[src/rtl/fetch_unit.sv]
// Instruction-fetch stage: owns the PC, predicts conditional branches with a
// table of 2-bit saturating counters, predicts JAL statically taken, and
// redirects on a direction misprediction reported by EX.
module fetch_unit #(
    parameter int          BHT_ENTRIES = 16,
    parameter logic [31:0] RESET_PC    = 32'h0000_0000
) (
    input  logic        clk,
    input  logic        rst,
    input  logic        stall,
    output logic [31:0] imem_addr,
    input  logic [31:0] imem_rdata,
    output logic [31:0] pc,
    output logic [31:0] inst,
    output logic        guess,
    input  logic        ex_valid,
    input  logic        ex_is_branch,
    input  logic [31:0] ex_pc,
    input  logic        ex_taken,
    input  logic        ex_guess,
    input  logic [31:0] ex_target,
    output logic        flush
);
    localparam int IDXW = $clog2(BHT_ENTRIES);

    localparam logic [6:0] OP_BRANCH = 7'b1100011;
    localparam logic [6:0] OP_JAL    = 7'b1101111;

    logic [31:0]     pc_q;
    logic [31:0]     pc_d;
    logic [IDXW-1:0] idx;
    logic [IDXW-1:0] ex_idx;
    logic [1:0]      bht_rd [BHT_ENTRIES];
    logic [6:0]      opcode;
    logic [31:0]     imm_b;
    logic [31:0]     imm_j;
    logic [31:0]     pred_target;
    logic            guess_c;
    logic            mispredict;
    logic            bht_upd;

    assign idx     = pc_q[IDXW+1:2];
    assign ex_idx  = ex_pc[IDXW+1:2];
    assign bht_upd = ex_valid & ex_is_branch;

    // One saturating counter per entry; only the entry EX resolved moves.
    generate
        for (genvar gi = 0; gi < BHT_ENTRIES; gi++) begin : g_bht
            logic [1:0] cnt_q;
            logic [1:0] cnt_d;

            // Step toward the resolved outcome, clamping at 00 and 11.
            always_comb begin
                cnt_d = cnt_q;
                if (bht_upd && (ex_idx == IDXW'(gi))) begin
                    if (ex_taken) begin
                        if (cnt_q != 2'b11) cnt_d = cnt_q + 2'd1;
                    end else begin
                        if (cnt_q != 2'b00) cnt_d = cnt_q - 2'd1;
                    end
                end
            end

            // Counters come out of reset weakly not-taken.
            always_ff @(posedge clk or posedge rst) begin
                if (rst) cnt_q <= 2'b01;
                else     cnt_q <= cnt_d;
            end

            assign bht_rd[gi] = cnt_q;
        end
    endgenerate

    // Predecode the fetched word: direction guess and exact taken target.
    always_comb begin
        opcode      = imem_rdata[6:0];
        imm_b       = {{20{imem_rdata[31]}}, imem_rdata[7], imem_rdata[30:25],
                       imem_rdata[11:8], 1'b0};
        imm_j       = {{12{imem_rdata[31]}}, imem_rdata[19:12], imem_rdata[20],
                       imem_rdata[30:21], 1'b0};
        guess_c     = 1'b0;
        pred_target = pc_q + imm_b;
        if (opcode == OP_BRANCH) begin
            guess_c     = bht_rd[idx][1];
            pred_target = pc_q + imm_b;
        end else if (opcode == OP_JAL) begin
            guess_c     = 1'b1;
            pred_target = pc_q + imm_j;
        end
    end

    // Only direction is verified in EX; fetch-computed targets are exact.
    assign mispredict = ex_valid & (ex_taken != ex_guess);

    // Next PC: EX redirect beats stall, stall beats the prediction.
    always_comb begin
        pc_d = pc_q + 32'd4;
        if (mispredict) begin
            pc_d = ex_taken ? ex_target : (ex_pc + 32'd4);
        end else if (stall) begin
            pc_d = pc_q;
        end else if (guess_c) begin
            pc_d = pred_target;
        end
    end

    // Program counter register.
    always_ff @(posedge clk or posedge rst) begin
        if (rst) pc_q <= RESET_PC;
        else     pc_q <= pc_d;
    end

    assign imem_addr = pc_q;
    assign pc        = pc_q;
    assign inst      = imem_rdata;
    assign guess     = guess_c;
    assign flush     = mispredict;
endmodule
[config.mk]
export PLATFORM = sky130hd
export DESIGN_NAME = fetch_unit
export DESIGN_NICKNAME = d
export VERILOG_FILES = /design/src/rtl/fetch_unit.sv
export SDC_FILE = /design/constraint.sdc
export NUM_CORES = 1
export LEC_CHECK = 0
export BUFFER_PORTS_ARGS = -buffer_cell sky130_fd_sc_hd__buf_2
export CORE_MARGIN = 2
export CORE_UTILIZATION = 45
export DETAILED_ROUTE_END_ITERATION = 7
export GPL_TIMING_DRIVEN = 0
export PLACE_DENSITY = 0.69
export SLEW_MARGIN = 0
export SYNTH_ARGS = -nofsm -noshare
export SYNTH_HDL_FRONTEND = slang
export SYNTH_SLANG_ARGS = --single-unit
export TNS_END_PERCENT = 100
[constraint.sdc]
create_clock -name clk -period 6.5 [get_ports clk]
set_input_delay 1.3 -clock clk [delete_from_list [all_inputs] [get_ports clk]]
set_output_delay 1.3 -clock clk [all_outputs]
set_load 0.005 [all_outputs]
# Yosys cells after proc, flatten, opt, wreduce, memory -nomap -nowiden
# Cells that the tools add are included.
# totals
regBits	64
n_memories	0
romBits	0
word_cells	232
mem_bits_rw	0
out_inout_bits	98
latch_bits	0
# classes
muxes	59
n_lt_le_gt_ge	1
n_eq_ne	51
div	0
multipliers	0
addsub	36
reduce_logical	65
shifts	0
n_bitwise	3
# op_table
op	count
two-way mux 32 bit	6
two-way mux 2 bit	50
adder 32 x 3 -> 32 bit, second input constant	2
adder 32 bit	2
nonzero test 2 bit	32
AND reduction 3 bit	16
inequality test 2 x 1 -> 1 bit, second input constant	17
adder 2 x 1 -> 2 bit, second input constant	16
== test 4 bit, second input constant	8
inequality test 2 bit, second input constant	16
subtractor 2 x 1 -> 2 bit, second input constant	16
== test 4 x 3 -> 1 bit, second input constant	4
logical AND 1 bit	16
== test 7 bit, second input constant	2
binary-select mux 2 bit (select 4 bit)	1
== test 4 x 2 -> 1 bit, second input constant	2
>= comparator 5 bit, second input constant	1
inverter 4 -> 5 bit	1
== test 4 x 1 -> 1 bit, second input constant	1
logical NOT 4 bit	1
AND 1 bit	2
two-way mux 1 bit	2
inequality test 1 bit	1

# Depth between registers and ports, before layout
# depth
ltp_word	8
depth_mapped	12
ltp_nobuf	11

# Worst setup path after synthesis
# OpenSTA, ideal clock, no wires.
# synth_path
path_kind	input-to-output
from	in imem_rdata[4]
to	out guess
t_arrival_ns	2.564
required_time_ns	5.200
path_stages	7
setup_slack_ns	2.636
cell_sequence	nand4b_1 -> or2_2 -> o31ai_1 -> nor2_4 -> inv_2 -> buf_6 -> buf_6
# synth_via
elab_chain_len	3
# synth_rtl
item	line_no	source
start: declaration	12	input logic [31:0] imem_rdata,
== test 7 bit	86	end else if (opcode == OP_JAL) begin
two-way mux 1 bit	86	
two-way mux 1 bit (*)	83	if (opcode == OP_BRANCH) begin
end: declaration	15	output logic guess,
# Every way passes the cells marked *; elsewhere a longest branch is shown, timed or not.

# Worst setup path after layout
# layout_path
from	in ex_valid
to	out flush
# layout_via
elab_chain_len	1
# layout_rtl
item	line_no	source
start: declaration	16	input logic ex_valid,
AND 1 bit	93	assign mispredict = ex_valid & (ex_taken != ex_guess);
end: declaration	22	output logic flush
# No other way between the ends.

==> flow_metrics.env <==
export IMPL_status="completed"
export IMPL_crit_fanout=10
export IMPL_numCtsBuffers=9
export IMPL_tns_ns=0
export IMPL_ys_ff_latch=64
export IMPL_synth_most_common_cell="a21oi_1"
export IMPL_tightest_slew_ns=0.887
export IMPL_insertion_delay_ns=0.33
export IMPL_placedCellCount=1509
export IMPL_grt_use_total_pct=28.4
export IMPL_grt_antenna_before_repair=0
export IMPL_post_route_util_pct=54.5
export IMPL_drtIter0Drc=777
export IMPL_die_h_um=138
export IMPL_path_class="primary input to output pin"
export IMPL_port_buffers=198
export IMPL_clk_pin_slew_ns=0.05
export IMPL_drc_errors=0
export IMPL_gp_congestion=0.948
export IMPL_synth_area_leader_cell="dfrtp_1"
export IMPL_ant_nets=0
export IMPL_antenna_cells=0
export IMPL_arrival_ns=3.25
export IMPL_via_per_inst=5.99
export IMPL_grt_pass1_vias=8297
export IMPL_fin_ws_ns=1.95
export IMPL_start_util_pct=45.5
export IMPL_final_nets=1445
export IMPL_yosysUniqueCellTypes=85
export IMPL_syn_area_sq_um=8080
export IMPL_die_area_sq_um=19000
export IMPL_endpoint_kind="output pin"
export IMPL_cap_viol_max_count=0
export IMPL_synth_edf_count=0
export IMPL_yosysTopAreaCellShare_pct=14.9
export IMPL_cts_htree_levels=3
export IMPL_p_leak_uw=0.00429
export IMPL_max_slew_margin_pct=40.1
export IMPL_clockBufferDepth=2
export IMPL_vias=9136
export IMPL_wl_per_cell_um=18.3
export IMPL_cp_data_required_time_ns=5.20
export IMPL_start_kind="primary input"
export IMPL_nFillCells=1741
export IMPL_ys_seq_area_share_pct=20.1
export IMPL_grt_max_degree=65
export IMPL_rows=49
export IMPL_clock_skew_ns=0.00658
export IMPL_grt_ovfl_total=0
export IMPL_ys_top_cells_by_area="dfrtp_1 15%, ha_1 7.4%, a21oi_1 6.4%"
export IMPL_finalHoldViolations=0
export IMPL_power_density_nw_per_um2=247
export IMPL_ys_top_cells_by_count="103 x a21oi_1, 99 x nand2_1, 82 x nor2_1, 73 x o21ai_0, 64 x buf_4"
export IMPL_cts_sinks=64
export IMPL_finalSetupViolations=0
export IMPL_syn_inst=1082
export IMPL_rsz0062_at_grt="false"
export IMPL_regArea_sq_um=1620
export IMPL_die_x_um=138
export IMPL_hp_class="register to register"
export IMPL_drive_above_1_share_pct=25.3
export IMPL_timing_final_crit_share_pct=70.0
export IMPL_grt_first_pass_wirelength_um=44100
export IMPL_synth_fp_nets=1235
export IMPL_place_hpwl_um=22200
export IMPL_syn_to_final_growth_pct=19.9
export IMPL_first_pass_iters=5
export IMPL_cts_resized=0
export IMPL_ys_warn_count=0
export IMPL_async_reset_ff_share_pct=100
export IMPL_max_clock_freq_mhz=220
export IMPL_cts_tree="yes"
export IMPL_synth_avg_cell_area_sq_um=7.47
export IMPL_final_max_slew_viol_count=0
export IMPL_hold_buffers=0
export IMPL_cts_setup_buffers=0
export IMPL_place_ws_ns=1.83
export IMPL_core_area_sq_um=17800
export IMPL_period_needed_ns=4.55
export IMPL_io_pins=201
export IMPL_fin_cells=1526
export IMPL_cts_root_buf="clkbuf_16"
export IMPL_wirelength_um=28000
export IMPL_ys_flop_type="dfrtp_1"
export IMPL_multi_input_area_sq_um=5610
export IMPL_p_total_uw=2390
export IMPL_vdd_drop_max_mv=0.127
[flip-flops by register name, indices dropped and copies added, names as in the netlist]
| signal | flops |
|---|---|
| imem_addr | 32 |
| g_bht.cnt_q | 32 |
[final cells by class]
class                           count  area share [%]
Multi-Input combinational cell    863            57.9
Sequential cell                    64            16.7
Timing Repair Buffer              199            10.3
Buffer                            110            7.02
Tap cell                          229            2.96
Clock buffer                       11            2.50
Inverter                           45            1.77
Clock inverter                      5           0.826
[placed cells by master (no fill, tap or decap), types with 26 or more instances in the layout]
cell,n
buf_2,202
a21oi_1,103
nand2_1,99
nor2_1,82
o21ai_0,73
buf_4,64
ha_1,48
dfrtp_1,48
nand3_1,47
inv_1,41
xor2_1,37
clkbuf_1,33
nand4_1,26
a21o_1,26
[metal layers]
layer	routed length, um	vias up	GRT usage [%]
met1	12200	4196	39.9
li1	-	4372	-
met4	610	0	8.11
met2	12600	513	45.7
met5	0	-	0
met3	2590	55	4.33
[cell families (layout without fill, tap and decap cells)]
group	count (synthesis)	after routing	synth area share, %
AOI/OAI and AO/OA	355	355	28.1
xor gates and xnor gates	60	60	6.50
adders and majority gates	50	50	7.93
buffers and inverters	155	370	10.5
DFF	64	64	20.1
muxes	29	29	4.23
and+or+nand+nor	369	369	22.7
[stage by stage]
| stage | instance area [sq um] | hold slack [ns] |
|---|---|---|
| finish | 9690 | 0.498 |
| global route | 9690 | 0.520 |
| CTS | 9690 | 0.502 |
| detailed placement | 9360 | 0.492 |
| global placement | 9360 | 0.491 |
| floorplan | 8080 | 0.478 |
[critical path, stage by stage]
cell      delay, ns
clkbuf_1       0.24
nand2_1        0.27
clkinv_1       0.27
clkbuf_1       0.41
buf_1          0.51
buf_2          0.23
[report_power, final]
| part | internal [uW] | switching, uW |
|---|---|---|
| logic | 563 | 696 |
| clock network | 346 | 185 |
| registers | 470 | 134 |
[final timing paths]
kind / start / end / slack, ns / cells past startpoint
worst min register to register: g_bht[3].cnt_q[0] / g_bht[3].cnt_q[0] / 0.50 / 2
worst max register to register: imem_addr[2] / imem_addr[31] / 2.36 / 10
min in group asynchronous: rst / imem_addr[31] / 1.15 / 2
worst min-delay path: g_bht[3].cnt_q[0] / g_bht[3].cnt_q[0] / 0.50 / 2
max in group asynchronous: rst / imem_addr[4] / 4.81 / 2
worst max-delay path: ex_valid / flush / 1.95 / 6
No activity file was read; power rests on OpenSTA's default activity.
